<file path="src/rtl/mips_pkg.sv">
// +------------------------------------------------------------------+
// | Module   : mips_pkg                                               |
// | Purpose  : Shared widths, byte-enable constants and ME FSM states |
// | Revision : 1.0 - initial release                                  |
// +------------------------------------------------------------------+
`default_nettype none

package mips_pkg;

    localparam int DATA_W = 32;
    localparam int REG_W  = 5;

    localparam logic [3:0] BE_WORD = 4'b1111;
    localparam logic [3:0] BE_NONE = 4'b0000;

    typedef enum logic [0:0] {
        ME_IDLE = 1'b0,
        ME_WAIT = 1'b1
    } meState_t;

endpackage

`default_nettype wire

</file>
<file path="src/rtl/byte_lane_steer.sv">
// +------------------------------------------------------------------+
// | Module   : byte_lane_steer                                        |
// | Purpose  : Byte enables, SB lane replication, LB sign extension   |
// | Revision : 1.0 - initial release                                  |
// +------------------------------------------------------------------+
`default_nettype none

module byte_lane_steer
    import mips_pkg::*;
(
    input  logic [1:0]        Addr,
    input  logic              LoadB,
    input  logic              StoreB,
    input  logic [DATA_W-1:0] StoreDat,
    input  logic [DATA_W-1:0] RdDat,
    output logic [3:0]        ByteEn,
    output logic [DATA_W-1:0] WrDat,
    output logic [DATA_W-1:0] LoadDat
);

    logic [7:0] w_rdByte;

    always_comb begin
        w_rdByte = RdDat[7:0];
        case (Addr)
            2'd0:    w_rdByte = RdDat[7:0];
            2'd1:    w_rdByte = RdDat[15:8];
            2'd2:    w_rdByte = RdDat[23:16];
            default: w_rdByte = RdDat[31:24];
        endcase
    end

    // Little-endian: lane 0 is bits [7:0].
    assign ByteEn  = (LoadB | StoreB) ? (4'b0001 << Addr) : BE_WORD;
    assign WrDat   = StoreB ? {4{StoreDat[7:0]}} : StoreDat;
    assign LoadDat = LoadB ? {{(DATA_W-8){w_rdByte[7]}}, w_rdByte} : RdDat;

endmodule

`default_nettype wire

</file>
<file path="src/rtl/memory_stage.sv">
// +------------------------------------------------------------------+
// | Module   : memory_stage                                           |
// | Purpose  : MIPS ME stage: data-memory handshake, stall, ME regs   |
// | Option   : MEM_ALIGN_CHK_EN adds the AddrErr_ME misalign output   |
// | Revision : 1.0 - initial release                                  |
// +------------------------------------------------------------------+
`default_nettype none

module memory_stage
    import mips_pkg::*;
#(
    parameter int ACK_TIMEOUT = 255,
    parameter int CNT_W       = 8
) (
    input  logic              clk,
    input  logic              reset,
    input  logic [DATA_W-1:0] Result_EX,
    input  logic [DATA_W-1:0] WrDat_EX,
    input  logic [REG_W-1:0]  WriteReg_EX,
    input  logic              RegWrite_EX,
    input  logic              MemToReg_EX,
    input  logic              MemWrite_EX,
    input  logic              LoadB_EX,
    input  logic              StoreB_EX,
    input  logic              InstrVal_EX,
    output logic              DmReq,
    output logic              DmWe,
    output logic [DATA_W-1:0] DmAddr,
    output logic [DATA_W-1:0] DmWrDat,
    output logic [3:0]        DmByteEn,
    input  logic [DATA_W-1:0] DmRdDat,
    input  logic              DmAck,
    output logic              MemStall_ME,
    output logic              BusErr_ME,
`ifdef MEM_ALIGN_CHK_EN
    output logic              AddrErr_ME,
`endif
    output logic [DATA_W-1:0] ResultRdDat_ME,
    output logic [REG_W-1:0]  WriteReg_ME,
    output logic              RegWrite_ME,
    output logic              InstrVal_ME
);

    localparam logic [CNT_W-1:0] c_ACK_TIMEOUT = CNT_W'(ACK_TIMEOUT);
    localparam logic [CNT_W-1:0] c_CNT_ONE     = CNT_W'(1);
    localparam bit               c_TIMEOUT_EN  = (ACK_TIMEOUT != 0);

    meState_t          r_state;
    meState_t          w_nextState;
    logic [CNT_W-1:0]  r_cnt;

    logic [DATA_W-1:0] r_reqAddr;
    logic [DATA_W-1:0] r_reqWrDat;
    logic [REG_W-1:0]  r_reqWriteReg;
    logic              r_reqWe;
    logic              r_reqLoadB;
    logic              r_reqStoreB;
    logic              r_reqMemToReg;
    logic              r_reqRegWrite;
    logic              r_reqInstrVal;

    logic              w_inWait;
    logic              w_memOp;
    logic              w_misalign;
    logic              w_issue;
    logic              w_dmReqRaw;
    logic              w_stall;
    logic              w_timeout;
    logic              w_latchReq;
    logic              w_accessDone;

    logic [DATA_W-1:0] w_addr;
    logic [DATA_W-1:0] w_wrDat;
    logic [REG_W-1:0]  w_writeReg;
    logic              w_we;
    logic              w_loadB;
    logic              w_storeB;
    logic              w_memToReg;
    logic              w_regWrite;
    logic              w_instrVal;

    logic [3:0]        w_byteEn;
    logic [DATA_W-1:0] w_steerWrDat;
    logic [DATA_W-1:0] w_loadDat;

    assign w_inWait = (r_state == ME_WAIT);
    assign w_memOp  = InstrVal_EX & (MemToReg_EX | MemWrite_EX);

`ifdef MEM_ALIGN_CHK_EN
    assign w_misalign = ~w_inWait & w_memOp & ~LoadB_EX & ~StoreB_EX
                      & (Result_EX[1:0] != 2'b00);
`else
    assign w_misalign = 1'b0;
`endif

    assign w_issue = w_memOp & ~w_misalign;

    // While waiting the request is replayed from the latched copy, not from EX.
    assign w_addr     = w_inWait ? r_reqAddr     : Result_EX;
    assign w_wrDat    = w_inWait ? r_reqWrDat    : WrDat_EX;
    assign w_writeReg = w_inWait ? r_reqWriteReg : WriteReg_EX;
    assign w_we       = w_inWait ? r_reqWe       : MemWrite_EX;
    assign w_loadB    = w_inWait ? r_reqLoadB    : LoadB_EX;
    assign w_storeB   = w_inWait ? r_reqStoreB   : StoreB_EX;
    assign w_memToReg = w_inWait ? r_reqMemToReg : MemToReg_EX;
    assign w_regWrite = w_inWait ? r_reqRegWrite : RegWrite_EX;
    assign w_instrVal = w_inWait ? r_reqInstrVal : InstrVal_EX;

    byte_lane_steer u_steer (
        .Addr     (w_addr[1:0]),
        .LoadB    (w_loadB),
        .StoreB   (w_storeB),
        .StoreDat (w_wrDat),
        .RdDat    (DmRdDat),
        .ByteEn   (w_byteEn),
        .WrDat    (w_steerWrDat),
        .LoadDat  (w_loadDat)
    );

    always_ff @(posedge clk) begin
        if (reset) begin
            r_state <= ME_IDLE;
            r_cnt   <= '0;
        end else begin
            r_state <= w_nextState;
            if (w_latchReq)
                r_cnt <= '0;
            else if (w_inWait)
                r_cnt <= r_cnt + c_CNT_ONE;
        end
    end

    always_comb begin
        w_nextState = r_state;
        w_dmReqRaw  = 1'b0;
        w_stall     = 1'b0;
        w_timeout   = 1'b0;
        w_latchReq  = 1'b0;
        case (r_state)
            ME_IDLE: begin
                if (w_issue) begin
                    w_dmReqRaw = 1'b1;
                    if (!DmAck) begin
                        w_stall     = 1'b1;
                        w_latchReq  = 1'b1;
                        w_nextState = ME_WAIT;
                    end
                end
            end
            ME_WAIT: begin
                w_dmReqRaw = 1'b1;
                if (DmAck) begin
                    w_nextState = ME_IDLE;
                end else if (c_TIMEOUT_EN && (r_cnt == c_ACK_TIMEOUT)) begin
                    w_timeout   = 1'b1;
                    w_nextState = ME_IDLE;
                end else begin
                    w_stall = 1'b1;
                end
            end
            default: w_nextState = ME_IDLE;
        endcase
    end

    assign w_accessDone = w_dmReqRaw & DmAck;

    // Reset kills the request in the same cycle so an in-flight access is abandoned.
    assign DmReq       = w_dmReqRaw & ~reset;
    assign MemStall_ME = w_stall & ~reset;
    assign DmWe        = DmReq & w_we;
    assign DmAddr      = {w_addr[DATA_W-1:2], 2'b00};
    assign DmWrDat     = w_steerWrDat;
    assign DmByteEn    = DmReq ? w_byteEn : BE_NONE;

    always_ff @(posedge clk) begin
        if (reset) begin
            r_reqAddr     <= '0;
            r_reqWrDat    <= '0;
            r_reqWriteReg <= '0;
            r_reqWe       <= 1'b0;
            r_reqLoadB    <= 1'b0;
            r_reqStoreB   <= 1'b0;
            r_reqMemToReg <= 1'b0;
            r_reqRegWrite <= 1'b0;
            r_reqInstrVal <= 1'b0;
        end else if (w_latchReq) begin
            r_reqAddr     <= Result_EX;
            r_reqWrDat    <= WrDat_EX;
            r_reqWriteReg <= WriteReg_EX;
            r_reqWe       <= MemWrite_EX;
            r_reqLoadB    <= LoadB_EX;
            r_reqStoreB   <= StoreB_EX;
            r_reqMemToReg <= MemToReg_EX;
            r_reqRegWrite <= RegWrite_EX;
            r_reqInstrVal <= InstrVal_EX;
        end
    end

    always_ff @(posedge clk) begin
        if (reset) begin
            ResultRdDat_ME <= '0;
            WriteReg_ME    <= '0;
            RegWrite_ME    <= 1'b0;
            InstrVal_ME    <= 1'b0;
            BusErr_ME      <= 1'b0;
        end else begin
            BusErr_ME <= w_timeout;
            if (!w_stall) begin
                ResultRdDat_ME <= (w_accessDone & w_memToReg) ? w_loadDat : w_addr;
                WriteReg_ME    <= w_writeReg;
                RegWrite_ME    <= w_regWrite & ~w_timeout & ~w_misalign;
                InstrVal_ME    <= w_instrVal;
            end
        end
    end

`ifdef MEM_ALIGN_CHK_EN
    always_ff @(posedge clk) begin
        if (reset)
            AddrErr_ME <= 1'b0;
        else
            AddrErr_ME <= w_misalign;
    end
`endif

endmodule

`default_nettype wire
</file>
<file path="config.mk">
export PLATFORM = sky130hd
export DESIGN_NAME = memory_stage
export DESIGN_NICKNAME = d
export VERILOG_FILES = /design/src/rtl/mips_pkg.sv /design/src/rtl/byte_lane_steer.sv /design/src/rtl/memory_stage.sv
export SDC_FILE = /design/constraint.sdc
export NUM_CORES = 1
export LEC_CHECK = 0
export BUFFER_PORTS_ARGS = -buffer_cell sky130_fd_sc_hd__buf_2
export CAP_MARGIN = 30
export CORE_MARGIN = 2
export CORE_UTILIZATION = 27
export DETAILED_ROUTE_END_ITERATION = 7
export GPL_ROUTABILITY_DRIVEN = 1
export GPL_TIMING_DRIVEN = 0
export PLACE_DENSITY = 0.55
export SYNTH_ARGS = -nofsm -noshare
export SYNTH_HDL_FRONTEND = slang
export SYNTH_SLANG_ARGS = --single-unit
</file>
<file path="constraint.sdc">
create_clock -name clk -period 4.75 [get_ports clk]
set_input_delay 0.7125 -clock clk [delete_from_list [all_inputs] [get_ports clk]]
set_output_delay 0.7125 -clock clk [all_outputs]
set_load 0.05 [all_outputs]
</file>
# Word-level counts from Yosys, hierarchy flattened
# Index checks and enable logic that the tools add are counted.
# totals
register_bits,124
in_bits,110
out_inout_bits,111
elab_cells,61
# op_classes
n_addsub,1
eq_ne,3
shift,1
mux,26
bitwise_logic,12
reduce_logical,2
# ops
cell,n
32-bit 2-to-1 mux,5
8-bit case mux with 3 select lines,1
1-bit 2-to-1 mux,15
"8-bit by 1-bit adder with 8-bit output, second input constant",1
"8-bit equality test, second input constant",1
4-bit 2-to-1 mux,2
1-bit AND,7
5-bit 2-to-1 mux,1
1-bit case mux with 2 select lines,2
"1-bit by 2-bit << shifter with 4-bit output, first input constant",1
1-bit NOT,3
"2-bit by 1-bit equality test with 1-bit output, second input constant",1
"2-bit equality test, second input constant",1
2-bit logical NOT,1
1-bit OR,2
2-bit OR reduction,1

# Logic depth before layout (Yosys ltp)
# depth
word_depth,7
mapped_depth,8
ltp_nobuf,6

# Hierarchy
# Synthesis repeated with hierarchy kept, for this count alone.
# hier_totals
hier_cells,879
area_unflattened_um2,7176.9
# modules_own_cells
mod,instances,cells_each,area_each_um2,seq_area_each_um2
memory_stage,1,703,6149.6,2482.4
byte_lane_steer,1,176,1027.2,0.0

# Worst setup path after synthesis
# No wires, ideal clock.
# synth_timing
kind,input to output
startpoint,in LoadB_EX
endpoint,out DmByteEn[0]
t_arrival_ps,2288
required_time_ps,4038
slack_ps,1750
path_stages,5
path_buffers,2
cell_sequence,mux2i_1 > buf_2 > buf_2 > nand2_1 > a21oi_1
# synth_between
elab_chain_cells,4
# synth_lines
element,line_no,source
from (decl),memory_stage.sv:23,"input logic LoadB_EX,"
1-bit 2-to-1 mux,memory_stage.sv:103,assign w_loadB = w_inWait ? r_reqLoadB : LoadB_EX;
1-bit OR,byte_lane_steer.sv:34,assign ByteEn = (LoadB | StoreB) ? (4'b0001 << Addr) : BE_WORD;
4-bit 2-to-1 mux,byte_lane_steer.sv:34,
4-bit 2-to-1 mux,memory_stage.sv:173,assign DmByteEn = DmReq ? w_byteEn : BE_NONE;
to (decl),memory_stage.sv:30,"output logic [3:0] DmByteEn,"
# No other way between the ends.

# Worst setup path in the final report
# layout_timing
startpoint,reg r_state
endpoint,out DmByteEn[1]
# layout_between
elab_chain_cells,4
word_cells_on_any_way,10
cone_classes,shift: 1; mux: 6; bitwise: 3
# layout_lines
element,line_no,source
from (decl),memory_stage.sv:48,meState_t r_state;
from (signal assigned),memory_stage.sv:125,r_state <= w_nextState;
1-bit NOT (tied with other cells),-,
1-bit case mux with 2 select lines (tied with other cells),memory_stage.sv:139,case (r_state)
1-bit AND / 4-bit 2-to-1 mux (equally long branches),"memory_stage.sv:168, byte_lane_steer.sv:34",
4-bit 2-to-1 mux (*),memory_stage.sv:173,
# Every way passes the cells marked *; elsewhere a longest branch is shown, timed or not.

==> summary.txt <==
================================================================================
Horizontal die dimension ..........................................     154.4 µm
Sequential share of power .........................................        34.9%
Sequential cell area ..............................................     2482 µm²
Terminus of the critical flop-to-flop path ........................ r_reqAddr[24]
Vias in the first global route ....................................         5991
Internal power ....................................................      2112 µW
TritonCTS clock tree ..............................................         done
Post-synthesis cell type with the largest combined area ...........      dfxtp_1
Main area contributors after synthesis ............................ dfxtp_1 (41%), nand2_1 (13%), a21oi_1 (9.4%)
GPL Wtd Cong ......................................................       0.9261
Worst VDD drop ....................................................    0.1776 mV
Setup TNS .........................................................         0 ps
Source of the worst hold timing path .............................. r_reqAddr[9]
Area Overhead vs Synth ............................................       33.52%
Share of async-settable or async-resettable flops after synthesis .           0%
Leakage Power .....................................................  0.003452 µW
Normalized max-slew margin ........................................       46.75%
Min cycle time layout .............................................      3813 ps
Net Sw Power ......................................................      1127 µW
Crit Reg-Reg Startpoint ...........................................      r_state
Number of warnings printed during yosys synthesis .................            0
Distinct cells, synth .............................................           42
Top-area cell type share of the netlist area ......................       40.63%
Maximum number of pins on one net before global-route repair ......           17
Master cell of the clock root buffer ..............................    clkbuf_16
Filler Cell Count .................................................         2454
Worst hold slack across all endpoints .............................     451.1 ps
Number of hold violations in the final report .....................            0
Fraction of layout instances using a drive strength above 1 .......       31.84%
Final worst path period share .....................................       80.27%
Result of the run ................................................. complete, no violations
DRT antenna net count .............................................            0
Count of cells along the worst register-to-register path ..........            7
Synthesized instance count ........................................          777
Ratio of total power to cell area ................................. 397.1 nW/µm²
Routed wire length per instance ...................................     18.23 µm
Syn_area_per_cell .................................................    7.863 µm²
Setup violations, final ...........................................            0
Total area of multi-input combinational cells .....................     3322 µm²
Arrival time at the worst endpoint ................................      3100 ps
Via-per-instance ratio ............................................        4.917
Final setup skew ..................................................     5.939 ps
Pre-Repair DR Iteration Count .....................................            5
Worst R2R Setup Slack .............................................      2440 ps
Number of antenna violations at the first check in global routing .            3
Crit. End Element .................................................  output port
Placed wire-length estimate .......................................     17.94 mm
Effective utilization at floorplan ................................       27.23%
Cts bufs inserted .................................................           17
Number of clock sinks .............................................          124
Upper clock frequency limit .......................................    262.3 MHz
DR vias ...........................................................         6466
Area after detailed placement .....................................     7556 µm²
Combined area of all synthesized cells ............................     6110 µm²
Startpoint-to-endpoint class of the critical path .................      reg2out
Number of I/O pins ................................................          221
Top post-synthesis cells by count ................................. nand2_1 (218), dfxtp_1 (124), a21oi_1 (115)
DRC ...............................................................            0
Insertion delay of the later-clocked pin in the worst-skew pair ...       430 ps
Top-count cell post-synth .........................................      nand2_1
Initial DRC count .................................................          460
Sequential cell area fraction in the yosys report .................       40.63%
Post-route cell area ..............................................     8158 µm²
Transition time at the pin with the least slew margin .............     776.5 ps
Clock transition at path regs .....................................        60 ps
Worst min-delay path endpoint ..................................... r_reqAddr[9]
Chip Height .......................................................     154.4 µm
Portion of total power attributed to combinational logic ..........        24.3%
Category of the worst setup path launch point .....................     register
Tot GR Track Use ..................................................       19.46%
Clock share of power ..............................................        40.9%
Setup repair after global routing missed its margin ...............        false
Number of synthesized flops with an enable pin ....................            0
Max-slew violations ...............................................            0
Switching power as a share of total power .........................       34.79%
Post-placement worst setup slack ..................................      1363 ps
Post-synthesis register bit count .................................          124
Final layout net count ............................................         1125
Post-CTS Setup Bufs ...............................................            0
Total die area ....................................................    23850 µm²
Post-Route WL .....................................................     23.97 mm
First-pass GRT wire length ........................................     35.18 mm
Smallest setup slack after layout .................................     937.2 ps
Post_cts resized ..................................................            0
Depth of the CTS H-tree ...........................................            4
Worst Path Max Fanout .............................................           10
Max-cap violations ................................................            0
Grt total ovfl ....................................................            0
Port Buffer Count .................................................          217
Core ar. ..........................................................    22430 µm²
Longest Clk Path Bufs .............................................            2
Worst hold path type ..............................................      reg2reg
# hold bufs at CTS ................................................            0
Cell Rows .........................................................           55
Worst hold path depth .............................................            2
Primary FF master, synth ..........................................      dfxtp_1
WP data required ..................................................      4040 ps
================================================================================
## worst max-delay path by stage
| stage | start | endpoint | slack [ps] | depth (start not counted) |
|---|---|---|---|---|
| floorplan | LoadB_EX | DmByteEn[0] | 1750 | 5 |
| global placement | r_state | DmByteEn[1] | 1360 | 7 |
| detailed placement | r_state | DmByteEn[1] | 1360 | 7 |
| CTS | r_state | DmByteEn[1] | 920 | 7 |
| global route | r_state | DmByteEn[1] | 790 | 7 |
| finish | r_state | DmByteEn[1] | 940 | 7 |
## routing by layer
metal,vias up,part of all wire (%),GRT usage [%]
li1,3181,-,-
met1,3011,45,25.78
met2,239,46,30.68
met3,35,5.9,3.811
met4,0,2.8,8.818
met5,-,0,0
## flip-flops by register name, summed over array words and instances, names as in the netlist, 5 cells and up
register,flops
r_reqWriteReg,5
r_reqWrDat,32
ResultRdDat_ME,32
r_cnt,8
WriteReg_ME,5
r_reqAddr,32
## area by class of cell
| cell class | instances | share of cell area [%] |
|---|---|---|
| clock buffers | 19 | 5.552 |
| plain buffers | 65 | 3.650 |
| flip-flops and latches | 124 | 30.43 |
| well taps | 285 | 4.371 |
| inverters | 3 | 0.1380 |
| clock inverters | 13 | 1.733 |
| repair buffers | 217 | 13.31 |
| diodes | 3 | 0.09202 |
| multi-input cells | 586 | 40.72 |
## through the flow
stage               std cells  util (%)  power, µW
floorplan                 778         -       1696
global placement         1280     33.68       1935
detailed placement       1280     33.68       1937
CTS                      1312     36.33       3267
global route             1315     36.36       3366
finish                   1315     36.36       3239
## cell families after synthesis
kind of cell | share of synthesized area (%)
fa+ha+maj | 0.2048
buf+inv | 5.058
mux | 13.45
flops | 40.63
compound gates | 20.27
simple gates | 19.60
xor+xnor | 0.7167
other cells | 0.06138
## power groups by stage
stage	Clock, µW	Sequential [µW]	Combinational (µW)
after global placement	0	1150	784
after CTS	1350	1130	787
after detailed placement	0	1150	785
final	1320	1130	786
after global routing	1400	1140	834
after floorplan	0	1250	441
## cell usage in the layout, fill, tap and decap left out, drive strengths merged, types with 2 or more instances in the layout
| master | netlist | final |
|---|---|---|
| a21o | 3 | 3 |
| a21oi | 115 | 115 |
| a22o | 6 | 6 |
| a22oi | 30 | 30 |
| a2bb2oi | 2 | 2 |
| a311oi | 5 | 5 |
| and3 | 2 | 2 |
| buf | 27 | 244 |
| bufinv | 0 | 2 |
| clkbuf | 38 | 57 |
| clkinv | 0 | 3 |
| clkinvlp | 0 | 6 |
| conb | 1 | 2 |
| dfxtp | 124 | 124 |
| diode | 0 | 3 |
| inv | 3 | 5 |
| mux2 | 46 | 46 |
| mux2i | 30 | 30 |
| nand2 | 218 | 218 |
| nand3 | 11 | 11 |
| nand4 | 4 | 4 |
| nor2 | 25 | 25 |
| nor2b | 5 | 5 |
| nor3 | 8 | 8 |
| nor3b | 10 | 10 |
| o21ai | 38 | 38 |
| o22ai | 5 | 5 |
| o311a | 2 | 2 |
| o32ai | 2 | 2 |
| or3 | 3 | 3 |
| xor2 | 4 | 4 |
## worst max-delay path: stages (launching register included)
cell	delay, ps
dfxtp_1	410
buf_4	220
buf_2	310
mux2i_1	710
buf_2	420
nand2_1	150
a21oi_1	160
buf_2	290
Note: power is estimated with default switching activity, not from simulation.
